[config.mk]
export PLATFORM = sky130hd
export DESIGN_NAME = wb_master_port
export DESIGN_NICKNAME = d
export VERILOG_FILES = /design/src/rtl/wb_master_port.sv
export SDC_FILE = /design/constraint.sdc
export NUM_CORES = 1
export LEC_CHECK = 0
export ABC_AREA = 1
export BUFFER_PORTS_ARGS = -buffer_cell sky130_fd_sc_hd__buf_2
export CAP_MARGIN = 20
export CORE_MARGIN = 3
export CORE_UTILIZATION = 45
export CTS_CLUSTER_DIAMETER = 50
export CTS_CLUSTER_SIZE = 8
export DETAILED_ROUTE_END_ITERATION = 10
export PLACE_DENSITY = 0.76
export SYNTH_ARGS = -nofsm -noshare
export SYNTH_HDL_FRONTEND = slang
export SYNTH_SLANG_ARGS = --single-unit
[constraint.sdc]
create_clock -name clk -period 5.8 [get_ports clk]
set_input_delay 0 -clock clk [delete_from_list [all_inputs] [get_ports clk]]
set_output_delay 0 -clock clk [all_outputs]
set_load 0.02 [all_outputs]
[src/rtl/wb_master_port.sv]
// Wishbone classic single-cycle initiator: turns engine request/response handshakes into
// bus cycles, terminating on ack, err, retry exhaustion or timeout.
module wb_master_port #(
    parameter int ADR_W     = 8,
    parameter int DAT_W     = 32,
    parameter int TIMEOUT   = 255,
    parameter int MAX_RETRY = 3,
    parameter int RTY_GAP   = 2
) (
    input  logic               clk,
    input  logic               wb_rst_i,
    input  logic               req_valid_i,
    output logic               req_ready_o,
    input  logic               req_we_i,
    input  logic [ADR_W-1:0]   req_adr_i,
    input  logic [DAT_W-1:0]   req_dat_i,
    input  logic [DAT_W/8-1:0] req_sel_i,
    output logic               rsp_valid_o,
    input  logic               rsp_ready_i,
    output logic [DAT_W-1:0]   rsp_dat_o,
    output logic [1:0]         rsp_sts_o,
    output logic               wbm_cyc_o,
    output logic               wbm_stb_o,
    output logic               wbm_we_o,
    output logic [ADR_W-1:0]   wbm_adr_o,
    output logic [DAT_W-1:0]   wbm_dat_o,
    output logic [DAT_W/8-1:0] wbm_sel_o,
    output logic [2:0]         wbm_cti_o,
    output logic [1:0]         wbm_bte_o,
    input  logic [DAT_W-1:0]   wbm_dat_i,
    input  logic               wbm_ack_i,
    input  logic               wbm_err_i,
    input  logic               wbm_rty_i
);

    localparam int TMR_W = (TIMEOUT > 1) ? $clog2(TIMEOUT) : 1;
    localparam int RTY_W = (MAX_RETRY > 0) ? $clog2(MAX_RETRY + 1) : 1;
    localparam int GAP_W = (RTY_GAP > 1) ? $clog2(RTY_GAP) : 1;
    localparam logic [TMR_W-1:0] TMR_LAST = TMR_W'(TIMEOUT - 1);
    localparam logic [RTY_W-1:0] RTY_MAX  = RTY_W'(MAX_RETRY);
    localparam logic [GAP_W-1:0] GAP_LAST = GAP_W'(RTY_GAP - 1);

    typedef enum logic [1:0] {IDLE, BUS, GAP, RESP} state_e;
    typedef enum logic [1:0] {STS_OK, STS_ERR, STS_TIMEOUT, STS_RETRY_EXH} sts_e;

    state_e             state, state_d;
    logic [TMR_W-1:0]   timer, timer_d;
    logic [RTY_W-1:0]   retry_cnt, retry_cnt_d;
    logic [GAP_W-1:0]   gap_cnt, gap_cnt_d;
    logic               cyc_d, we_d, rsp_valid_d;
    logic [ADR_W-1:0]   adr_d;
    logic [DAT_W-1:0]   dat_d, rsp_dat_d;
    logic [DAT_W/8-1:0] sel_d;
    logic [1:0]         rsp_sts_d;

    assign req_ready_o = (state == IDLE);
    assign wbm_cti_o   = 3'b000;
    assign wbm_bte_o   = 2'b00;

    // NOTE: combinational logic uses blocking '=' and assigns every output a default first,
    // so no path can leave a signal unassigned and infer a latch.
    always_comb begin
        state_d     = state;
        timer_d     = timer;
        retry_cnt_d = retry_cnt;
        gap_cnt_d   = gap_cnt;
        cyc_d       = wbm_cyc_o;
        we_d        = wbm_we_o;
        adr_d       = wbm_adr_o;
        dat_d       = wbm_dat_o;
        sel_d       = wbm_sel_o;
        rsp_valid_d = rsp_valid_o;
        rsp_dat_d   = rsp_dat_o;
        rsp_sts_d   = rsp_sts_o;

        unique case (state)
            IDLE: if (req_valid_i) begin
                we_d        = req_we_i;
                adr_d       = req_adr_i;
                dat_d       = req_dat_i;
                sel_d       = req_sel_i;
                timer_d     = '0;
                retry_cnt_d = '0;
                cyc_d       = 1'b1;
                state_d     = BUS;
            end
            BUS: begin
                timer_d = timer + TMR_W'(1);
                // Any exit from BUS lowers cyc/stb on the terminating edge.
                if (wbm_err_i) begin
                    cyc_d     = 1'b0;
                    rsp_dat_d = '0;
                    rsp_sts_d = STS_ERR;
                    state_d   = RESP;
                end else if (wbm_ack_i) begin
                    cyc_d     = 1'b0;
                    rsp_dat_d = wbm_we_o ? '0 : wbm_dat_i;
                    rsp_sts_d = STS_OK;
                    state_d   = RESP;
                end else if (wbm_rty_i) begin
                    cyc_d = 1'b0;
                    if (retry_cnt == RTY_MAX) begin
                        rsp_dat_d = '0;
                        rsp_sts_d = STS_RETRY_EXH;
                        state_d   = RESP;
                    end else begin
                        retry_cnt_d = retry_cnt + RTY_W'(1);
                        gap_cnt_d   = '0;
                        state_d     = GAP;
                    end
                end else if (TIMEOUT != 0 && timer == TMR_LAST) begin
                    cyc_d     = 1'b0;
                    rsp_dat_d = '0;
                    rsp_sts_d = STS_TIMEOUT;
                    state_d   = RESP;
                end
            end
            GAP: begin
                if (gap_cnt == GAP_LAST) begin
                    cyc_d   = 1'b1;
                    timer_d = '0;
                    state_d = BUS;
                end else begin
                    gap_cnt_d = gap_cnt + GAP_W'(1);
                end
            end
            RESP: begin
                // valid rises one cycle after the bus cycle ends and falls on the handshake edge.
                if (!rsp_valid_o) begin
                    rsp_valid_d = 1'b1;
                end else if (rsp_ready_i) begin
                    rsp_valid_d = 1'b0;
                    state_d     = IDLE;
                end
            end
            default: state_d = IDLE;
        endcase
    end

    // NOTE: the asynchronous reset drops cyc/stb immediately and discards any pending transaction.
    always_ff @(posedge clk or posedge wb_rst_i) begin
        if (wb_rst_i) begin
            state       <= IDLE;
            timer       <= '0;
            retry_cnt   <= '0;
            gap_cnt     <= '0;
            wbm_cyc_o   <= 1'b0;
            wbm_stb_o   <= 1'b0;
            wbm_we_o    <= 1'b0;
            wbm_adr_o   <= '0;
            wbm_dat_o   <= '0;
            wbm_sel_o   <= '0;
            rsp_valid_o <= 1'b0;
            rsp_dat_o   <= '0;
            rsp_sts_o   <= STS_OK;
        end else begin
            state       <= state_d;
            timer       <= timer_d;
            retry_cnt   <= retry_cnt_d;
            gap_cnt     <= gap_cnt_d;
            wbm_cyc_o   <= cyc_d;
            wbm_stb_o   <= cyc_d;
            wbm_we_o    <= we_d;
            wbm_adr_o   <= adr_d;
            wbm_dat_o   <= dat_d;
            wbm_sel_o   <= sel_d;
            rsp_valid_o <= rsp_valid_d;
            rsp_dat_o   <= rsp_dat_d;
            rsp_sts_o   <= rsp_sts_d;
        end
    end

endmodule
==> key figures <==
Setup path
  • Worst R2R Setup Slack: 3.37 ns
  • Worst r2r path cells: 6
  • Worst setup EP type: register
  • End of the worst register-to-register path: retry_cnt[1]
  • Crit Path Max Fanout: 46
  • CP arrival: 2.65 ns
  • Critical R2R Launch: state[1]
  • Startpoint types: register
  • Worst EP required: 6.02 ns
  • Crit Path Category: reg2reg

Placed design
  • Final Wtd Congestion: 0.812
  • IO Port Bufs: 166
  • Placed cell count: 714
  • Post-DP HPWL: 6.71 mm

Timing
  • Relative slew slack: 43.0%
  • Final Hold Viols: 0
  • Endpoints failing setup: 0
  • Hold Worst Slack: 0.0757 ns
  • Worst-Margin Slew: 0.851 ns
  • Peak Freq: 412 MHz
  • Period utilization: 41.9%
  • Pins Over Slew Limit: 0
  • Clk_skew: 0.0161 ns
  • RSZ-0062 raised after global routing: no
  • Final Critical Period: 2.43 ns
  • Setup_tns: 0 ns

GRT
  • Number of antenna violations at the first check in global routing: 0
  • Total GRT Usage: 21.7%
  • Total gr overflow: 0
  • Largest net degree at the start of global routing: 88
  • Vias in the first global route: 3,759
  • Global-route wire length before repair: 17.6 mm

Detailed routing
  • Post-route DRC: 0
  • Length of the first detailed-routing pass in iterations: 5
  • Post-route ant nets: 0
  • Iter 0 DRT Violations: 181
  • Via count: 3,866
  • Via/cell ratio: 4.75
  • Final wirelength: 11.1 mm
  • Routed len/inst: 13.6 um

Clock network
  • Clock Latency Late Sink: 0.35 ns
  • CTS Buffer Depth: 2
  • Root buf cell: clkbuf_8
  • CTS tree: yes
  • H-Tree Depth: 3
  • Clock transition at path regs: 0.09 ns
  • Total CTS buffers: 9
  • Number of clock sinks: 94
  • Post-CTS Setup Inserts: 0

Die
  • Die Wd: 100 um
  • Die Span Y: 100 um
  • Core area: 0.00842 mm^2
  • Boundary Pins: 172
  • Initial Util: 47.5%
  • Row count: 33
  • Die ar.: 0.0101 mm^2

Layout
  • Non-Filler Instances: 814
  • Share of post-route cells with drive strength above 1: 28.5%
  • FF/Latch Area: 0.00235 mm^2
  • Area growth, synth to finish: 46.9%
  • Footprint of the multi-input gates: 0.00143 mm^2
  • Fill cell total of the finished layout: 628
  • Final core occ: 69.8%
  • Nets: 790

Synthesis
  • Netlist cell types: 28
  • Ys async rst share: 100%
  • Synth top area share: 58.8%
  • Cells after synthesis: 464
  • Post-synth EDFFs: 0
  • Synth area leaders: dfrtp_1 (59%), nand2_1 (19%), nand3_1 (5.4%)
  • Post-Syn Area per Cell: 8.62 um^2
  • Synth Flop Type: dfrtp_1
  • Most frequent cell after synthesis: nand2_1
  • Commonest cells post-synth: nand2_1 (206), dfrtp_1 (94), nand3_1 (43), o21ai_0 (22), inv_1 (17)
  • Synthesis-stage register bit count: 94
  • Area leader, netlist: dfrtp_1
  • Sequential share of the synthesized area: 58.8%
  • Yosys warning count: 0
  • Mapped cell area: 0.00400 mm^2

Power
  • Total power: 2640 uW
  • Power Density: 450 mW/mm^2
  • Max VDD drop: 281 uV
  • Leak: 0.00319 uW

Run
  • Max-Cap Viols: 0

Worst hold path
  • HP Class: in2async

Outcome
  • Status: finished clean
-- registers in the layout, summed over array words and instances, names as in the netlist, 2 cells and up --
name       flops
retry_cnt      2
rsp_dat_o     32
rsp_sts_o      2
state          2
timer          8
wbm_adr_o      8
wbm_dat_o     32
wbm_sel_o      4
-- worst max path at each step --
stage | depth (start not counted) | end | startpoint
after detailed placement | 6 | retry_cnt[1] | state[1]
final | 6 | retry_cnt[1] | state[1]
after CTS | 6 | retry_cnt[1] | state[1]
after global routing | 5 | retry_cnt[1] | state[1]
after global placement | 6 | retry_cnt[1] | state[1]
after floorplan | 1 | gap_cnt | wb_rst_i
-- kinds of logic (layout without fill, tap and decap cells) --
family                     Yosys count  after routing  synth area share [%]
other                                1              6                0.0937
and+or+nand+nor                    270            270                  27.6
AOI/OAI and AO/OA                   45             45                  6.10
buffers and inverters               48            288                  5.85
adders and majority gates            3              3                 0.938
DFF                                 94             94                  58.8
xor gates and xnor gates             3              3                 0.657
-- cells in the final DEF, fill, tap and decap left out, types with 2 or more instances in the layout --
| master | netlist | layout |
|---|---|---|
| nand2_1 | 206 | 206 |
| buf_2 | 6 | 166 |
| dfrtp_1 | 94 | 94 |
| dlygate4sd3_1 | 0 | 82 |
| nand3_1 | 43 | 43 |
| o21ai_0 | 22 | 22 |
| inv_1 | 17 | 16 |
| o21ai_1 | 16 | 16 |
| nor2_1 | 10 | 9 |
| clkbuf_8 | 0 | 9 |
| conb_1 | 1 | 5 |
| o21ai_2 | 4 | 4 |
| nor2_2 | 2 | 3 |
| nand2_2 | 3 | 3 |
| inv_2 | 3 | 3 |
| xor2_1 | 3 | 3 |
| ha_1 | 3 | 3 |
| clkinv_2 | 1 | 2 |
| nand4_1 | 2 | 2 |
| clkinv_4 | 0 | 2 |
| clkinvlp_4 | 0 | 2 |
-- report_power, final --
group	switching [uW]	internal [uW]	leakage (uW)
clock	229	158	0.0000829
sequential	154	909	0.00122
combinational	798	395	0.00189
-- worst max-delay path, stage by stage (launching register included) --
cell     delay (ns)
dfrtp_1        0.46
nor2_2         0.19
nand2_2        0.51
inv_2          0.79
nor2_1         0.17
nand2_1        0.09
o21ai_0        0.08
-- per-layer routing --
layer  share of wire (%)  track usage [%]  vias up
met1                  43             28.0     1746
met5                   0                0        -
li1                    -                -     1932
met2                  47             35.3      162
met3                 7.1             4.73       26
met4                 2.7             9.64        0
-- timing repair --
item | CTS | global route
hold buffers | 82 | 0
gates resized for setup | 0 | 0
endpoints found under the setup margin | 0 | 0
hold endpoints to repair | 87 | 0
-- final cells by class --
| class | instances | share of cell area (%) |
|---|---|---|
| well taps | 105 | 2.24 |
| repair buffers | 251 | 29.0 |
| clock buffers | 10 | 2.17 |
| flip-flops and latches | 94 | 40.0 |
| clock inverters | 6 | 0.788 |
| inverters | 21 | 1.41 |
| diodes | 1 | 0.0426 |
| multi-input cells | 326 | 24.4 |
-- per-stage QoR --
step	worst slack (ns)	cell area, um^2
6_report	3.37	5880
5_1_grt	3.02	5870
4_1_cts	3.32	5850
3_5_place_dp	3.35	4850
3_3_place_gp	3.43	4840
2_1_floorplan	3.35	4020
Power figures use the tool's default switching activity.
